$ cat config.mk
export PLATFORM = sky130hd
export DESIGN_NAME = dmem_arbiter
export DESIGN_NICKNAME = d
export VERILOG_FILES = /design/src/rtl/riscv_pkg.sv /design/src/rtl/dmem_arbiter.sv
export SDC_FILE = /design/constraint.sdc
export NUM_CORES = 1
export LEC_CHECK = 0
export CAP_MARGIN = 20
export CORE_AREA = 2 2 114 116
export CTS_BUF_LIST = sky130_fd_sc_hd__clkbuf_8
export DETAILED_ROUTE_END_ITERATION = 7
export DIE_AREA = 0 0 116 118
export HOLD_SLACK_MARGIN = 0.06
export PLACE_DENSITY = 0.79
export SLEW_MARGIN = 10
export SYNTH_ARGS = -nofsm -noshare
export SYNTH_HDL_FRONTEND = slang
export SYNTH_SLANG_ARGS = --single-unit
$ cat constraint.sdc
create_clock -name clk -period 3.4 [get_ports clk]
set_input_delay 0.68 -clock clk [delete_from_list [all_inputs] [get_ports clk]]
set_output_delay 0.68 -clock clk [all_outputs]
set_load 0.01 [all_outputs]
$ cat src/rtl/riscv_pkg.sv
// riscv_pkg: shared types and constants for the core's memory-side blocks
package riscv_pkg;
  typedef enum logic [1:0] {ARB_IDLE, ARB_ACK_CPU, ARB_ACK_DBG} arb_state_t;
  localparam int STARVE_CNT_W = 4;
endpackage

$ cat src/rtl/dmem_arbiter.sv
// dmem_arbiter: shares the single-port data memory between CPU and debug ports with two-cycle grant/ack transactions
module dmem_arbiter
  import riscv_pkg::*;
#(
  parameter int ADDR_WIDTH = 32,
  parameter int DATA_WIDTH = 32,
  parameter int STARVE_MAX = 3
) (
  input  logic                  clk,
  input  logic                  rst,
  input  logic                  cpu_req,
  input  logic                  cpu_we,
  input  logic [ADDR_WIDTH-1:0] cpu_addr,
  input  logic [DATA_WIDTH-1:0] cpu_wdata,
  output logic [DATA_WIDTH-1:0] cpu_rdata,
  output logic                  cpu_ack,
  output logic                  cpu_stall,
  input  logic                  dbg_req,
  input  logic                  dbg_we,
  input  logic [ADDR_WIDTH-1:0] dbg_addr,
  input  logic [DATA_WIDTH-1:0] dbg_wdata,
  output logic [DATA_WIDTH-1:0] dbg_rdata,
  output logic                  dbg_ack,
  output logic                  mem_we,
  output logic [ADDR_WIDTH-1:0] mem_addr,
  output logic [DATA_WIDTH-1:0] mem_wdata,
  input  logic [DATA_WIDTH-1:0] mem_rdata
);
  localparam logic [STARVE_CNT_W-1:0] smax = STARVE_CNT_W'(STARVE_MAX);
  arb_state_t state_q, state_d;
  logic [STARVE_CNT_W-1:0] starve_q, starve_d;
  logic [DATA_WIDTH-1:0] rdata_q, rdata_d;
  logic idle, cpu_win, dbg_win;
  // grant decision, next state, starvation counter and memory drive
  always_comb begin
    idle      = state_q == ARB_IDLE;
    cpu_win   = idle & cpu_req & ~(dbg_req & (starve_q == smax));
    dbg_win   = idle & dbg_req & ~cpu_win;
    state_d   = cpu_win ? ARB_ACK_CPU : dbg_win ? ARB_ACK_DBG : ARB_IDLE;
    starve_d  = !idle ? starve_q : (dbg_win | ~dbg_req) ? '0 :
                (starve_q == smax) ? starve_q : starve_q + 1'b1;
    rdata_d   = idle ? mem_rdata : rdata_q;
    mem_we    = ((cpu_win & cpu_we) | (dbg_win & dbg_we)) & ~rst;
    mem_addr  = cpu_win ? cpu_addr : dbg_win ? dbg_addr : '0;
    mem_wdata = cpu_win ? cpu_wdata : dbg_win ? dbg_wdata : '0;
    cpu_ack   = state_q == ARB_ACK_CPU;
    dbg_ack   = state_q == ARB_ACK_DBG;
    cpu_rdata = cpu_ack ? rdata_q : '0;
    dbg_rdata = dbg_ack ? rdata_q : '0;
    cpu_stall = cpu_req & ~cpu_ack;
  end
  // state, counter and captured read data registers
  always_ff @(posedge clk) begin
    if (rst) begin
      state_q  <= ARB_IDLE;
      starve_q <= '0;
      rdata_q  <= '0;
    end else begin
      state_q  <= state_d;
      starve_q <= starve_d;
      rdata_q  <= rdata_d;
    end
  end
endmodule

======== Word level (Yosys, flattened, before mapping) ========
Cells that the tools add are included.
operators by class
  bitwise logic cells ..................... 16
  add/sub/neg operators ................... 1
  multiplexer cells ....................... 10
  reduce and logical (&&, ||, !) cells .... 3
  eq/ne operators ......................... 4
operator list
  cell                   number
  $mux W32               6
  $and A1 B1 Y1          9
  $mux W4                2
  $not A1 Y1             5
  $add A4 B1 Y4 const B  1
  $eq A4 B2 Y1 const B   1
  $eq A2 B1 Y1 const B   1
  $eq A2 B2 Y1 const B   1
  $logic_not A2 Y1       1
  $mux W2                1
  $ne A2 B2 Y1 const B   1
  $or A1 B1 Y1           2
  $reduce_and A2 Y1      1
  $reduce_or A2 Y1       1
  $mux W1                1
word-level totals
  input bits .............................. 166
  register bits after elaboration ......... 38
  output and inout port bits .............. 132
  word-level logic and storage cells ...... 38

======== Depth between registers and ports, before layout ========
  depth in word-level cells ............... 9
  depth in mapped cells ................... 6

======== Least setup slack after synthesis ========
No wires, ideal clock.
  path type ............................... input -> output
  from .................................... in dbg_req
  to ...................................... out mem_addr[16]
  required time ........................... 2720 ps
  cell stages on the path ................. 6
  data arrival time ....................... 1708 ps
  path slack .............................. 1012 ps
  cells stage by stage .................... buf_2 -> nand4bb_4 -> and2_1 -> buf_6 -> buf_2 -> o21ai_0
between the ends
  cells in the longest elaborated chain, start to end .. 7
  elaborated cells on any way between the ends .. 8
  those cells by class .................... 2 x mux; 6 x bitwise
ends and longest elaborated chain
  item             line                RTL
  start, declared  dmem_arbiter.sv:18  input logic dbg_req,
  $and A1 B1 Y1    dmem_arbiter.sv:37  cpu_win = idle & cpu_req & ~(dbg_req & (starve_q == smax));
  $not A1 Y1       dmem_arbiter.sv:37
  $and A1 B1 Y1    dmem_arbiter.sv:37
  $not A1 Y1       dmem_arbiter.sv:38  dbg_win = idle & dbg_req & ~cpu_win;
  $and A1 B1 Y1    dmem_arbiter.sv:38
  $mux W32         dmem_arbiter.sv:44  mem_addr = cpu_win ? cpu_addr : dbg_win ? dbg_addr : '0;
  $mux W32 *       dmem_arbiter.sv:44
  end, declared    dmem_arbiter.sv:25  output logic [ADDR_WIDTH-1:0] mem_addr,
Every way passes the cells marked *; elsewhere a longest branch is shown, timed or not.

======== Worst setup path after layout ========
  from .................................... reg starve_q[0]
  to ...................................... out mem_addr[16]
between the ends
  cells in the longest elaborated chain, start to end .. 8
ends and longest elaborated chain
  item                    line                RTL
  start, declared         dmem_arbiter.sv:31  logic [STARVE_CNT_W-1:0] starve_q, starve_d;
  start signal, assigned  dmem_arbiter.sv:60  starve_q <= starve_d;
  $eq A4 B2 Y1 *          dmem_arbiter.sv:37
  $and A1 B1 Y1 *         dmem_arbiter.sv:37
  $not A1 Y1 *            dmem_arbiter.sv:37
  $and A1 B1 Y1 *         dmem_arbiter.sv:37
  $not A1 Y1              dmem_arbiter.sv:38
  $and A1 B1 Y1           dmem_arbiter.sv:38
  $mux W32                dmem_arbiter.sv:44
  $mux W32 *              dmem_arbiter.sv:44
Marks and branches as above.

==> results by group <==
Status
  – Status: finished clean

Logic synthesis
  – Yosys cell types: 27
  – Top FF cell, synth: dfxtp_1
  – Synth Warn #: 0
  – Post-synth EDFFs: 0
  – Mapped Area: 3110 sq um
  – Syn Nets: 653
  – Sequential area share after synthesis: 0.245
  – Cell count after synthesis: 486
  – Synthesized area per cell: 6.39 sq um
  – Asr flop ratio synth: 0
  – Yosys reg bits: 38

Clock network
  – Hold_buf cts: 0
  – Skew-Pair Late Insertion Delay: 0.29 ns
  – CTS clk-pin slew, worst paths: 0.08 ns
  – CTS max path bufs: 2
  – Clock Sinks: 38
  – Post-cts resize count: 0
  – H-tree Lvls: 2
  – TritonCTS clock tree: built
  – Clk root buf: clkbuf_8
  – Num CTS Buffers: 5
  – Setup bufs post-CTS: 0

Die
  – Die Y: 118 microns
  – IO Pins: 298
  – Die width: 116 microns
  – Die area: 13,700 sq um
  – Starting Density: 0.250
  – Core area: 12,400 sq um
  – # rows: 41

Critical path
  – CP cell instances: ha_1 > nand4bb_4 > buf_4 > nand4_1 > o21ai_0 > clkdlybuf4s50_1
  – Slowest stage cell on the critical path: clkdlybuf4s50_1
  – Critical path's top delay family: buffers and inverters
  – R2r endpoint: state_q[1]
  – Crit start category: register
  – Setup CP Type: register to primary output
  – R2R setup slack: 1.65 ns
  – CP required: 2.72 ns
  – Worst path bufs/invs: 2
  – R2R depth: 5
  – Reg2Reg Launch Point: starve_q[0]
  – Arrival time at the worst endpoint: 2.51 ns
  – CP endpoint kind: primary output
  – CP peak stage delay: 0.56 ns
  – Max FO, Critical Path: 66

Place
  – Post-DP HPWL: 10,100 microns
  – GPL Wtd Cong: 0.808
  – Dpl cell area: 6130 sq um
  – Number of port buffers: 297
  – Place WS: 0.170 ns

GRT
  – Tot GR Track Use: 0.192
  – Congestion Overflow GR: 0
  – Vias in the first global route: 4,168
  – Global-route wire length before repair: 21,500 microns
  – Initial antenna violation count: 0
  – Largest net degree at the start of global routing: 71

STA
  – Max Clock Skew: 0.00491 ns
  – Fin. max-slew vios: 0
  – Worst-Margin Slew: 0.701 ns
  – # setup viols final: 0
  – Worst Hold Slack: 0.459 ns
  – Final Hold Vio Count: 0
  – Normalized max-slew margin: 0.532
  – Final min period: 3.19 ns
  – Setup TNS: 0 ns
  – FMAX: 314 MHz
  – Fin worst setup slack: 0.214 ns
  – Final period utilization: 0.937
  – RSZ-0062 raised after global routing: false

Hold path
  – Hold endpoint: rdata_q[0]
  – Hold_sp: rdata_q[0]
  – Hold Crit Depth: 2
  – Worst hold-check path type: register to register

Routing
  – Drt wl/cell: 14.9 microns
  – DR vias: 4,421
  – DRC Markers: 0
  – Post-route ant nets: 0
  – Final WL: 13,700 microns
  – Drt pass-1 iters: 4
  – Drt initial violations: 227
  – Via density: 4.83

Final layout
  – Final nets: 910
  – Share of post-route cells with drive strength above 1: 0.0390
  – Synth-to-layout area growth: 103%
  – ANT cells: 0
  – Final Instance Area: 6290 sq um

Pwr
  – VDD IR max: 0.128 mV
  – Pwr Density: 258 nW/um^2
  – Static leakage: 2.29 nW

Flow run
  – Max cap viols: 0
## cell usage after synthesis, types with 2 or more instances
cell type	count	area [sq um]
nor3_1	2	10.0
nor2b_1	3	18.8
clkbuf_1	32	120
and2_1	65	407
or4_1	2	15.0
dfxtp_1	38	761
buf_2	28	140
a21oi_1	34	170
nand3_1	67	335
o21ai_1	8	40.0
o21ai_0	58	290
nand4_1	66	413
nand2_1	69	259
## per-stage QoR
step / std cells / power (W) / utilization
floorplan: 486 / 0.000762 / -
global placement: 907 / 0.00116 / 0.494
detailed placement: 907 / 0.00117 / 0.494
CTS: 915 / 0.00165 / 0.505
global route: 916 / 0.00172 / 0.507
finish: 916 / 0.00162 / 0.507
## layout by cell type (no fill, tap or decap), types with 2 or more instances in the layout
cell	synthesis	final
nand2_1	69	69
buf_4	0	12
nor2b_2	0	2
a21oi_1	34	34
nand3_1	67	67
o21ai_0	58	58
o21ai_1	8	8
dfxtp_1	38	38
or4_1	2	2
buf_12	0	2
bufinv_16	0	2
clkdlybuf4s50_1	0	295
nor3_1	2	2
buf_2	28	2
clkbuf_8	0	5
and2_1	65	64
nand4_1	66	66
## where the power goes
| group | total, W | leakage [nW] | switching (W) | internal (W) |
|---|---|---|---|---|
| Clock | 0.000461 | 0.0683 | 0.000167 | 0.000294 |
| Combinational | 0.000665 | 1.91 | 0.000279 | 0.000386 |
| Sequential | 0.000495 | 0.314 | 0.0000197 | 0.000475 |
| Total | 0.00162 | 2.29 | 0.000466 | 0.00116 |
## state kept, by name (all words and copies together), names as in the netlist
| signal | count |
|---|---|
| state_q | 2 |
| starve_q | 4 |
| rdata_q | 32 |
## tightest hold or removal path: cells and delay by family (launching register included)
family | cells | cell delay, ns
flops | 1 | 0.31
simple gates | 1 | 0.05
compound gates | 1 | 0.05
## routing by layer
metal | GRT usage | up-vias | routed length [microns]
met2 | 0.337 | 192 | 6960
met4 | 0.0551 | 0 | 254
met1 | 0.228 | 1968 | 5340
met5 | 0 | - | 0
met3 | 0.0499 | 22 | 1110
li1 | - | 2239 | -
## worst max path at each step
stage / from / to / cells past startpoint
2_1_floorplan: dbg_req / mem_addr[16] / 6
3_3_place_gp: dbg_req / mem_addr[7] / 5
3_5_place_dp: dbg_req / mem_addr[3] / 5
4_1_cts: starve_q[0] / mem_addr[3] / 5
5_1_grt: starve_q[0] / mem_addr[16] / 6
6_report: starve_q[0] / mem_addr[16] / 6
## layout make-up
class	instances	area (sq um)
inverter	1	3.75
clock buffer	5	68.8
sequential	38	761
timing repair buffer	311	3090
tap	172	215
multi-input combinational	386	2080
clock inverter	3	68.8
fill	1228	6120
## logic make-up (layout without fill, tap and decap cells)
kind of cell | count (synthesis) | after routing | synth area share
AO/OA/AOI/OAI | 102 | 102 | 0.166
AND/OR/NAND/NOR | 283 | 283 | 0.496
buffers and inverters | 62 | 320 | 0.0886
flip-flops | 38 | 38 | 0.245
adder cells (fa/ha/maj) | 1 | 1 | 0.00403
Power figures use the tool's default switching activity.
